### config.mk
export PLATFORM = sky130hd
export DESIGN_NAME = ssd_score_scanner
export DESIGN_NICKNAME = d
export VERILOG_FILES = /design/src/rtl/ssd_score_scanner.sv
export SDC_FILE = /design/constraint.sdc
export NUM_CORES = 1
export LEC_CHECK = 0
export ABC_AREA = 1
export ABC_CLOCK_PERIOD_IN_PS = 2930
export CAP_MARGIN = 20
export CORE_MARGIN = 5
export CORE_UTILIZATION = 48
export DETAILED_ROUTE_END_ITERATION = 7
export MAX_ROUTING_LAYER = met4
export PLACE_DENSITY = 0.66
export SETUP_SLACK_MARGIN = 0.5
export SYNTH_ARGS = -nofsm -noshare
export SYNTH_HDL_FRONTEND = slang
export SYNTH_SLANG_ARGS = --single-unit
export TNS_END_PERCENT = 1
### constraint.sdc
create_clock -name board_clk -period 2.93 [get_ports board_clk]
set_input_delay 0.293 -clock board_clk [delete_from_list [all_inputs] [get_ports board_clk]]
set_output_delay 0.293 -clock board_clk [all_outputs]
set_load 0.05 [all_outputs]
### src/rtl/ssd_score_scanner.sv
// Seven-segment score driver: takes a binary score over valid/ready, converts it to BCD
// one bit per clock, and scans NUM_DIGITS active-low digits off a free-running prescaler.
module ssd_score_scanner #(
    parameter int NUM_DIGITS    = 4,
    parameter int SCORE_W       = 10,
    parameter int SCAN_DIV      = 18,
    parameter int BLANK_LEADING = 1
) (
    input  logic                  board_clk,
    input  logic                  Reset,
    input  logic [SCORE_W-1:0]    score_in,
    input  logic                  score_valid,
    output logic                  score_ready,
    input  logic                  display_en,
    output logic                  done,
    output logic                  overflow,
    output logic [NUM_DIGITS-1:0] an,
    output logic [6:0]            seg,
    output logic                  dp,
    output logic [1:0]            dbg_state_o
);

    // Handshake: a score is taken on any clock edge where score_valid and score_ready are
    // both high; score_valid while score_ready is low is dropped, never queued.

    localparam int MIN_D = (SCORE_W + 2) / 3;
    localparam int INT_D = (NUM_DIGITS > MIN_D) ? NUM_DIGITS : MIN_D;
    localparam int BCD_W = INT_D * 4;
    localparam int DIG_W = NUM_DIGITS * 4;
    localparam int CNT_W = $clog2(SCORE_W);
    localparam int IDX_W = (NUM_DIGITS > 1) ? $clog2(NUM_DIGITS) : 1;

    typedef enum logic [1:0] {
        S_IDLE   = 2'd0,
        S_CONV   = 2'd1,
        S_COMMIT = 2'd2
    } state_t;

    state_t               state_q;
    logic [SCORE_W-1:0]   bin_q;
    logic [BCD_W-1:0]     bcd_q;
    logic [BCD_W-1:0]     bcd_adj_d;
    logic [BCD_W-1:0]     bcd_d;
    logic [CNT_W-1:0]     cnt_q;
    logic                 carry_q;
    logic                 high_nz_d;
    logic [DIG_W-1:0]     digits_q;
    logic                 ready_q;
    logic                 done_q;
    logic                 ovf_q;

    logic [SCAN_DIV-1:0]  presc_q;
    logic [IDX_W-1:0]     idx_q;
    logic [NUM_DIGITS-1:0] an_q;
    logic [6:0]           seg_q;
    logic [6:0]           seg_d;
    logic [NUM_DIGITS-1:0] lead_zero_d;
    logic [3:0]           cur_digit_d;

    function automatic logic [6:0] decode(input logic [3:0] v);
        case (v)
            4'd0:    decode = 7'b0000001;
            4'd1:    decode = 7'b1001111;
            4'd2:    decode = 7'b0010010;
            4'd3:    decode = 7'b0000110;
            4'd4:    decode = 7'b1001100;
            4'd5:    decode = 7'b0100100;
            4'd6:    decode = 7'b0100000;
            4'd7:    decode = 7'b0001111;
            4'd8:    decode = 7'b0000000;
            4'd9:    decode = 7'b0000100;
            default: decode = 7'b1111111;
        endcase
    endfunction

    // Shift-add-3 step: correct every nibble >= 5, then shift in the next binary bit.
    always_comb begin
        bcd_adj_d = '0;
        for (int i = 0; i < INT_D; i++) begin
            if (bcd_q[i*4 +: 4] >= 4'd5)
                bcd_adj_d[i*4 +: 4] = bcd_q[i*4 +: 4] + 4'd3;
            else
                bcd_adj_d[i*4 +: 4] = bcd_q[i*4 +: 4];
        end
        bcd_d = {bcd_adj_d[BCD_W-2:0], bin_q[SCORE_W-1]};
    end

    always_comb begin
        high_nz_d = carry_q;
        for (int i = NUM_DIGITS; i < INT_D; i++) begin
            if (bcd_q[i*4 +: 4] != 4'd0)
                high_nz_d = 1'b1;
        end
    end

    always_ff @(posedge board_clk or posedge Reset) begin
        if (Reset) begin
            state_q  <= S_IDLE;
            bin_q    <= '0;
            bcd_q    <= '0;
            cnt_q    <= '0;
            carry_q  <= 1'b0;
            digits_q <= '0;
            ready_q  <= 1'b1;
            done_q   <= 1'b0;
            ovf_q    <= 1'b0;
        end else begin
            done_q <= 1'b0;
            case (state_q)
                S_IDLE: begin
                    if (!ready_q) begin
                        ready_q <= 1'b1;
                    end else if (score_valid) begin
                        bin_q   <= score_in;
                        bcd_q   <= '0;
                        cnt_q   <= '0;
                        carry_q <= 1'b0;
                        ready_q <= 1'b0;
                        state_q <= S_CONV;
                    end
                end
                S_CONV: begin
                    bcd_q   <= bcd_d;
                    bin_q   <= {bin_q[SCORE_W-2:0], 1'b0};
                    cnt_q   <= cnt_q + 1'b1;
                    // A carry out of the top nibble cannot occur for in-range widths; kept sticky as a guard.
                    carry_q <= carry_q | bcd_adj_d[BCD_W-1];
                    if (cnt_q == CNT_W'(SCORE_W - 1))
                        state_q <= S_COMMIT;
                end
                S_COMMIT: begin
                    done_q   <= 1'b1;
                    ovf_q    <= high_nz_d;
                    digits_q <= high_nz_d ? {NUM_DIGITS{4'd9}} : bcd_q[DIG_W-1:0];
                    state_q  <= S_IDLE;
                end
                default: state_q <= S_IDLE;
            endcase
        end
    end

    // lead_zero_d[k] is set when digit k and every digit above it are zero.
    always_comb begin
        logic zero_above;
        zero_above  = 1'b1;
        lead_zero_d = '0;
        for (int k = NUM_DIGITS - 1; k >= 0; k--) begin
            zero_above     = zero_above && (digits_q[k*4 +: 4] == 4'd0);
            lead_zero_d[k] = zero_above;
        end
        cur_digit_d = digits_q[idx_q*4 +: 4];
        if ((BLANK_LEADING != 0) && !ovf_q && (idx_q != '0) && lead_zero_d[idx_q])
            seg_d = 7'b1111111;
        else
            seg_d = decode(cur_digit_d);
    end

    always_ff @(posedge board_clk or posedge Reset) begin
        if (Reset) begin
            presc_q <= '0;
            idx_q   <= '0;
            an_q    <= '1;
            seg_q   <= 7'b1111111;
        end else begin
            presc_q <= presc_q + 1'b1;
            if (&presc_q) begin
                if (idx_q == IDX_W'(NUM_DIGITS - 1))
                    idx_q <= '0;
                else
                    idx_q <= idx_q + 1'b1;
            end
            an_q  <= display_en ? ~(NUM_DIGITS'(1) << idx_q) : '1;
            seg_q <= seg_d;
        end
    end

    assign score_ready = ready_q;
    assign done        = done_q;
    assign overflow    = ovf_q;
    assign an          = an_q;
    assign seg         = seg_q;
    assign dp          = 1'b1;
    assign dbg_state_o = state_q;

endmodule
==> key figures, run 1 <==
Status
  – Outcome: complete, no violations

STA
  – Fin crit period: a little under 2 ns
  – Pins Over Slew Limit: 0
  – Clock skew: about 0.011 ns
  – Endpoints failing hold: 0
  – Unrepaired setup endpoints after global routing: no
  – Setup TNS: 0 ns
  – FMAX: between 500 and 600 MHz
  – Final setup violation count: 0
  – Rel. slew slack: 0.609
  – Worst-Margin Slew: 0.586 ns
  – Worst setup margin: around 0.95 ns
  – Final period utilization: 0.677

Power
  – Worst VDD drop: 0.442 mV
  – Switching power: 1.69 mW
  – Post-layout power: 4.11 mW
  – Pleak: around 2.2 nW
  – Int Power: around 2.4 mW
  – Switching Share: 0.410
  – Power density cells: ~890 nW/um2
  – Logic pwr share: 0.403
  – Clock power frac: 0.175
  – Sequential Power Share: 0.421

Run
  – # Max-Cap Violations: 0

Routing
  – 1st-iter DRT viols: 174
  – Avg WL per Cell: between 10 and 15 um
  – Vias per cell: 5.16
  – Drt total wl: 7750 um
  – DRC viols: 0
  – DR pass1 iterations: 4
  – Routed via count: roughly 3100
  – Antenna Nets Post-Route: 0

Die
  – Starting Density: 0.495
  – FP Rows: 33
  – Die area: between 10000 and 15000 um2
  – Die width: ~100 um
  – IO Count: 31
  – Core box area: ~8300 um2
  – Die Y-Extent: just over 100 um

Setup path
  – Worst flop-to-flop path startpoint: idx_q[0]$_DFFE_PP0P_
  – Max stage delay on crit path: ~0.80 ns
  – Critical Path RT: roughly 2.6 ns
  – Critical Path Fanout Max: 3
  – Largest delay share family, worst path: buffers and inverters
  – WP buf/inv: 1
  – R2r setup slk: 1.10 ns
  – R2R cell count: 10
  – RR Endpoint: seg[1]$_DFF_PP1_
  – Crit Path Class: flop to primary output
  – CP cell instances: clkdlybuf4s50_1
  – Arr. time, crit path: roughly 1.7 ns
  – Startpoint types: flop
  – Crit-path slowest cell: clkdlybuf4s50_1
  – Critical path capture point type: primary output

Clock network
  – # H-tree levels: 3
  – Clock sink total: between 80 and 90
  – Hold_buf cts: 0
  – Clock Tree Buf Depth: 2
  – Clock Latency Late Sink: around 0.34 ns
  – Post-CTS Resized: 0
  – Worst-path clk slew: about 0.080 ns
  – TritonCTS clock tree: built
  – Total CTS buffers: 9
  – CTS root buf: clkbuf_8
  – Postcts setup bufs: 0

Global routing
  – GRT Util Overall: 0.170
  – Largest net degree at the start of global routing: between 50 and 60
  – First-pass GRT wire length: 13800 um
  – Antenna violations before repair: 0
  – GR Overflow Total: 0
  – Vias in the first global route: 3105

Cells and area
  – Register area: approximately 2100 um2
  – Commonest non-fill, non-tap cell in the layout: nand2_1
  – Diodes inserted: 0
  – Area grow syn2layout: 13.6%
  – Multi-input logic area: ~1800 um2
  – # fillers: around 780
  – Layout cells sized above 1: 0.0950
  – Layout Cells excl Fill: 610
  – Most frequent cells in the layout: nand2_1 (112), dfrtp_1 (71), nor2_1 (63)
  – Nets: around 540

Place
  – Gp weighted congestion: 0.870
  – Worst slack, placed: 1.13 ns
  – Inst Count DP: between 500 and 600
  – Port bufs: 29
  – DP HPWL: 5550 um

Synthesis
  – Synth warn: 0
  – Sequential area share after synthesis: 0.512
  – Post-synth cell types: 31
  – Syn Nets: around 500
  – Cell Area, Synth: around 4100 um2
  – Post-Syn Instances: 466
  – Post-synthesis average cell area: around 8.8 um2
  – Synth Register Bits: 83

Min path
  – Worst hold path class: input port to asynchronous set/reset pin
[cells by family after synthesis]
family / synth area share
xor+xnor: 0.0364
buf+inv: 0.0548
simple gates: 0.242
compound gates: 0.0903
flops: 0.512
other cells: 0.000917
fa+ha+maj: 0.0643
[routing by layer]
metal / part of all wire / vias up / GRT usage
met5: 0 / - / -
met2: 0.47 / 62 / 0.273
met1: 0.47 / 1501 / 0.218
li1: - / 1573 / -
met3: 0.039 / 10 / 0.0294
met4: 0.014 / 0 / 0.0565
[power by group through the flow]
stage	Sequential, mW	Combinational [mW]	Clock, mW
after floorplan	1.88	1.16	0
after global placement	1.75	1.62	0
after detailed placement	1.76	1.66	0
after CTS	1.73	1.67	0.735
after global routing	1.78	1.91	0.786
final	1.73	1.66	0.721
[per-stage QoR]
step           area, um2  hold WS, ns  utilization
2_1_floorplan       4090        0.332            -
3_3_place_gp        4480        0.458        0.542
3_5_place_dp        4480        0.472        0.542
4_1_cts             4640        0.330        0.562
5_1_grt             4640        0.383        0.562
6_report            4640        0.321        0.562
[worst max-delay path by stage]
stage,startpoint,endpoint,slack (ns),cells past startpoint
4_1_cts,score_ready$_DFFE_PP1P_,score_ready,0.93,1
2_1_floorplan,Reset,bcd_q[0]$_DFFE_PP0P_,0.52,1
5_1_grt,idx_q[0]$_DFFE_PP0P_,seg[1]$_DFF_PP1_,0.91,10
3_5_place_dp,idx_q[0]$_DFFE_PP0P_,seg[1]$_DFF_PP1_,1.13,10
3_3_place_gp,score_valid,cnt_q[3]$_DFFE_PP0P_,1.20,6
6_report,score_ready$_DFFE_PP1P_,score_ready,0.95,1
[synth_stat cells]
| master | n | area [um2] |
|---|---|---|
| inv_4 | 1 | 6.26 |
| o21ai_1 | 11 | 55.1 |
| buf_6 | 2 | 22.5 |
| o22ai_2 | 4 | 50.1 |
| nand4_1 | 1 | 6.26 |
| nand2_2 | 3 | 18.8 |
| nand3b_1 | 2 | 15.0 |
| nor2_1 | 63 | 236 |
| xnor2_1 | 7 | 61.3 |
| xor2_1 | 10 | 87.6 |
| a21oi_1 | 12 | 60.1 |
| a22oi_1 | 2 | 15.0 |
| nor2_8 | 1 | 20.0 |
| o22ai_1 | 11 | 68.8 |
| nor3_1 | 1 | 5.00 |
| buf_4 | 2 | 15.0 |
| nand2_1 | 112 | 420 |
| buf_2 | 3 | 15.0 |
| ha_1 | 21 | 263 |
| nand3_2 | 3 | 30.0 |
| conb_1 | 1 | 3.75 |
| o211ai_1 | 4 | 30.0 |
| or2_2 | 1 | 6.26 |
| nand3_1 | 40 | 200 |
| dfstp_2 | 12 | 315 |
| nor2_4 | 2 | 22.5 |
| dfrtp_1 | 71 | 1780 |
| inv_2 | 5 | 18.8 |
| inv_1 | 39 | 146 |
| o21ai_0 | 18 | 90.1 |
| nor2_2 | 1 | 6.26 |
[registers in the layout (all words and copies together), names as in the netlist]
name	cells
an	4
bcd_q	16
bin_q	10
carry_q	1
cnt_q	4
dbg_state_o	2
digits_q	16
done	1
idx_q	2
overflow	1
presc_q	18
score_ready	1
seg	7
[area by class of cell]
type	instances	share of cell area
Sequential cell	83	0.451
Multi-Input combinational cell	331	0.382
Timing Repair Buffer	30	0.0668
Inverter	45	0.0372
Clock buffer	13	0.0321
Tap cell	105	0.0283
Clock inverter	3	0.00323
(Power assumes the default switching activity.)
==> run 2: changes to the inputs <==
ABC_CLOCK_PERIOD_IN_PS = 1980   (was 2930)
clock period = 1.98 ns   (was 2.93 ns; I/O delays follow)
==> key figures, run 2 (synthesis gave the netlist of run 1 again) <==
Status
  – Outcome: complete, no violations

Global routing
  – GRT Util Overall: 0.168 (-0.00218)
  – Largest net degree at the start of global routing: 76 (+46%)
  – Vias in the first global route: 3050 (-1.8%)
  – Antenna violations before repair: 0 (unchanged)
  – First-pass GRT wire length: 13600 um (-1.8%)
  – GR Overflow Total: 0 (unchanged)

Place
  – Port bufs: 29 (unchanged)
  – Gp weighted congestion: 0.864 (-0.64%)
  – DP HPWL: 5450 um (-1.6%)
  – Placed cell areas: 4500 um2 (+0.39%)

Power
  – Worst VDD drop: 0.821 mV (+86%)
  – Power density cells: 1340 nW/um2 (+51%)
  – Pleak: 2.28 nW (+2.9%)
  – Post-layout power: 6.29 mW (+53%)

Cells and area
  – Largest regs: presc_q (18), bcd_q (16), digits_q (16)
  – Diodes inserted: 0 (unchanged)
  – Layout cells sized above 1: 0.108 (+0.0134)
  – Reg with most FFs: presc_q
  – Nets: 537 (+0.37%)
  – Final instance area: 4700 um2 (+1.3%)
  – Most frequent cells in the layout: nand2_1 (110), dfrtp_1 (69), nor2_1 (63)
  – Commonest non-fill, non-tap cell in the layout: nand2_1
  – Max reg flops: 18 (unchanged)
  – Final Util: 0.570 (+0.00742)
  – Area grow syn2layout: 15.1%

STA
  – Setup TNS: 0 ns (unchanged)
  – Clock skew: 0.00854 ns (-0.00289 ns)
  – Pins Over Slew Limit: 0 (unchanged)
  – Final setup violation count: 0 (unchanged)
  – Worst-Margin Slew: 0.500 ns (-0.0863 ns)
  – Endpoints failing hold: 0 (unchanged)
  – FMAX: around 620 MHz
  – Rel. slew slack: 0.666 (+0.0575)
  – Final period utilization: 0.810
  – Fin crit period: 1.60 ns
  – Unrepaired setup endpoints after global routing: yes
  – Hold WS: 0.131 ns (-0.189 ns)

Setup path
  – Critical Path Fanout Max: 3 (unchanged)
  – Startpoint types: flop
  – Critical Path RT: 1.78 ns (-0.86 ns)
  – Arr. time, crit path: 1.41 ns (-0.28 ns)
  – Critical path capture point type: primary output
  – R2R cell count: 10 (unchanged)
  – CP cell instances: dlygate4sd2_1
  – Largest delay share family, worst path: flip-flops
  – Max stage delay on crit path: 0.54 ns (-0.26 ns)
  – WP buf/inv: 1 (unchanged)
  – Critical Path Stages: 1 (unchanged)
  – Crit-path slowest cell: dfstp_2
  – Crit Path Class: flop to primary output

Clock network
  – Hold_buf cts: 0 (unchanged)
  – Total CTS buffers: 9 (unchanged)
  – Worst-path clk slew: 0.08 ns (about the same)
  – Clock Tree Buf Depth: 2 (unchanged)
  – # H-tree levels: 3 (unchanged)
  – Postcts setup bufs: 0 (unchanged)
  – Clock Latency Late Sink: 0.34 ns (about the same)
  – Clock sink total: 83 (unchanged)
  – CTS root buf: clkbuf_8
  – TritonCTS clock tree: built

Routing
  – Antenna Nets Post-Route: 0 (unchanged)
  – Drt total wl: 7710 um (-0.54%)
  – DRC viols: 0 (unchanged)
  – Vias per cell: 5.07 (-1.7%)
  – Avg WL per Cell: 12.6 um (-0.87%)
  – DR pass1 iterations: 4 (unchanged)
  – Routed via count: 3103 (-1.4%)
  – 1st-iter DRT viols: 157 (-9.8%)

Die
  – Core box area: 8260 um2 (unchanged)
  – Die width: 102 um (unchanged)
  – FP Rows: 33 (unchanged)
  – IO Count: 31 (unchanged)
  – Die area: 10500 um2 (unchanged)
  – Starting Density: 0.495 (unchanged)
  – Die Y-Extent: 102 um (unchanged)

Run
  – # Max-Cap Violations: 0 (unchanged)

Min path
  – Worst hold path class: input port to asynchronous set/reset pin
## run 2: cell types whose count changed in the layout (fill, tap and decap cells not counted)
| cell | delta |
|---|---|
| dlygate4sd2_1 | +15 |
| clkdlybuf4s50_1 | -16 |
| clkbuf_8 | +3 |
| buf_4 | +2 |
| nand2_2 | +2 |
| clkinv_2 | -4 |
| dfrtp_1 | -2 |
| clkbuf_1 | -1 |
| dfrtp_2 | +2 |
| clkinvlp_4 | +1 |
| nand2_1 | -2 |
| dlymetal6s2s_1 | +1 |
| bufinv_16 | +1 |
## run 2: path summary, 6_finish.rpt
check | slack, ns | from | to
worst max register to register | 0.42 | idx_q[0]$_DFFE_PP0P_ | seg[1]$_DFF_PP1_
worst min register to register | 0.47 | cnt_q[3]$_DFFE_PP0P_ | cnt_q[3]$_DFFE_PP0P_
max in group asynchronous | 1.18 | Reset | seg[5]$_DFF_PP1_
worst min-delay path | 0.13 | Reset | bin_q[7]$_DFFE_PP0P_
min in group board_clk | 0.39 | score_in[0] | bin_q[0]$_DFFE_PP0P_
worst max-delay path | 0.38 | score_ready$_DFFE_PP1P_ | score_ready
## run 2: metrics by stage
stage                     cells  worst slack [ns]
after global routing        612             0.288
after global placement      596             0.345
after floorplan             466             0.390
after CTS                   612             0.300
after detailed placement    596             0.328
final                       612             0.377
## run 2: cell type report
type | instances | area, um2
fill | 804 | 3550
sequential | 83 | 2090
multi-input combinational | 331 | 1780
timing repair buffer | 32 | 309
clock buffer | 15 | 186
inverter | 45 | 175
tap | 105 | 131
clock inverter | 1 | 30.0
## run 2: where the power goes
part,switching [mW],internal [mW],leakage [nW]
clock,0.583,0.724,0.110
sequential,0.334,2.22,0.995
combinational,1.58,0.851,1.18
## run 2: metal layers
layer  track usage  share of wire
met2         0.264           0.46
met1         0.218           0.49
met5             -              0
met3        0.0266          0.038
met4        0.0646          0.013
## run 2: repair_timing
| item | 4_1_cts | 5_1_grt |
|---|---|---|
| pin swaps | 0 | 0 |
| resized for setup | 15 | 5 |
| setup endpoints to repair | 37 | 60 |
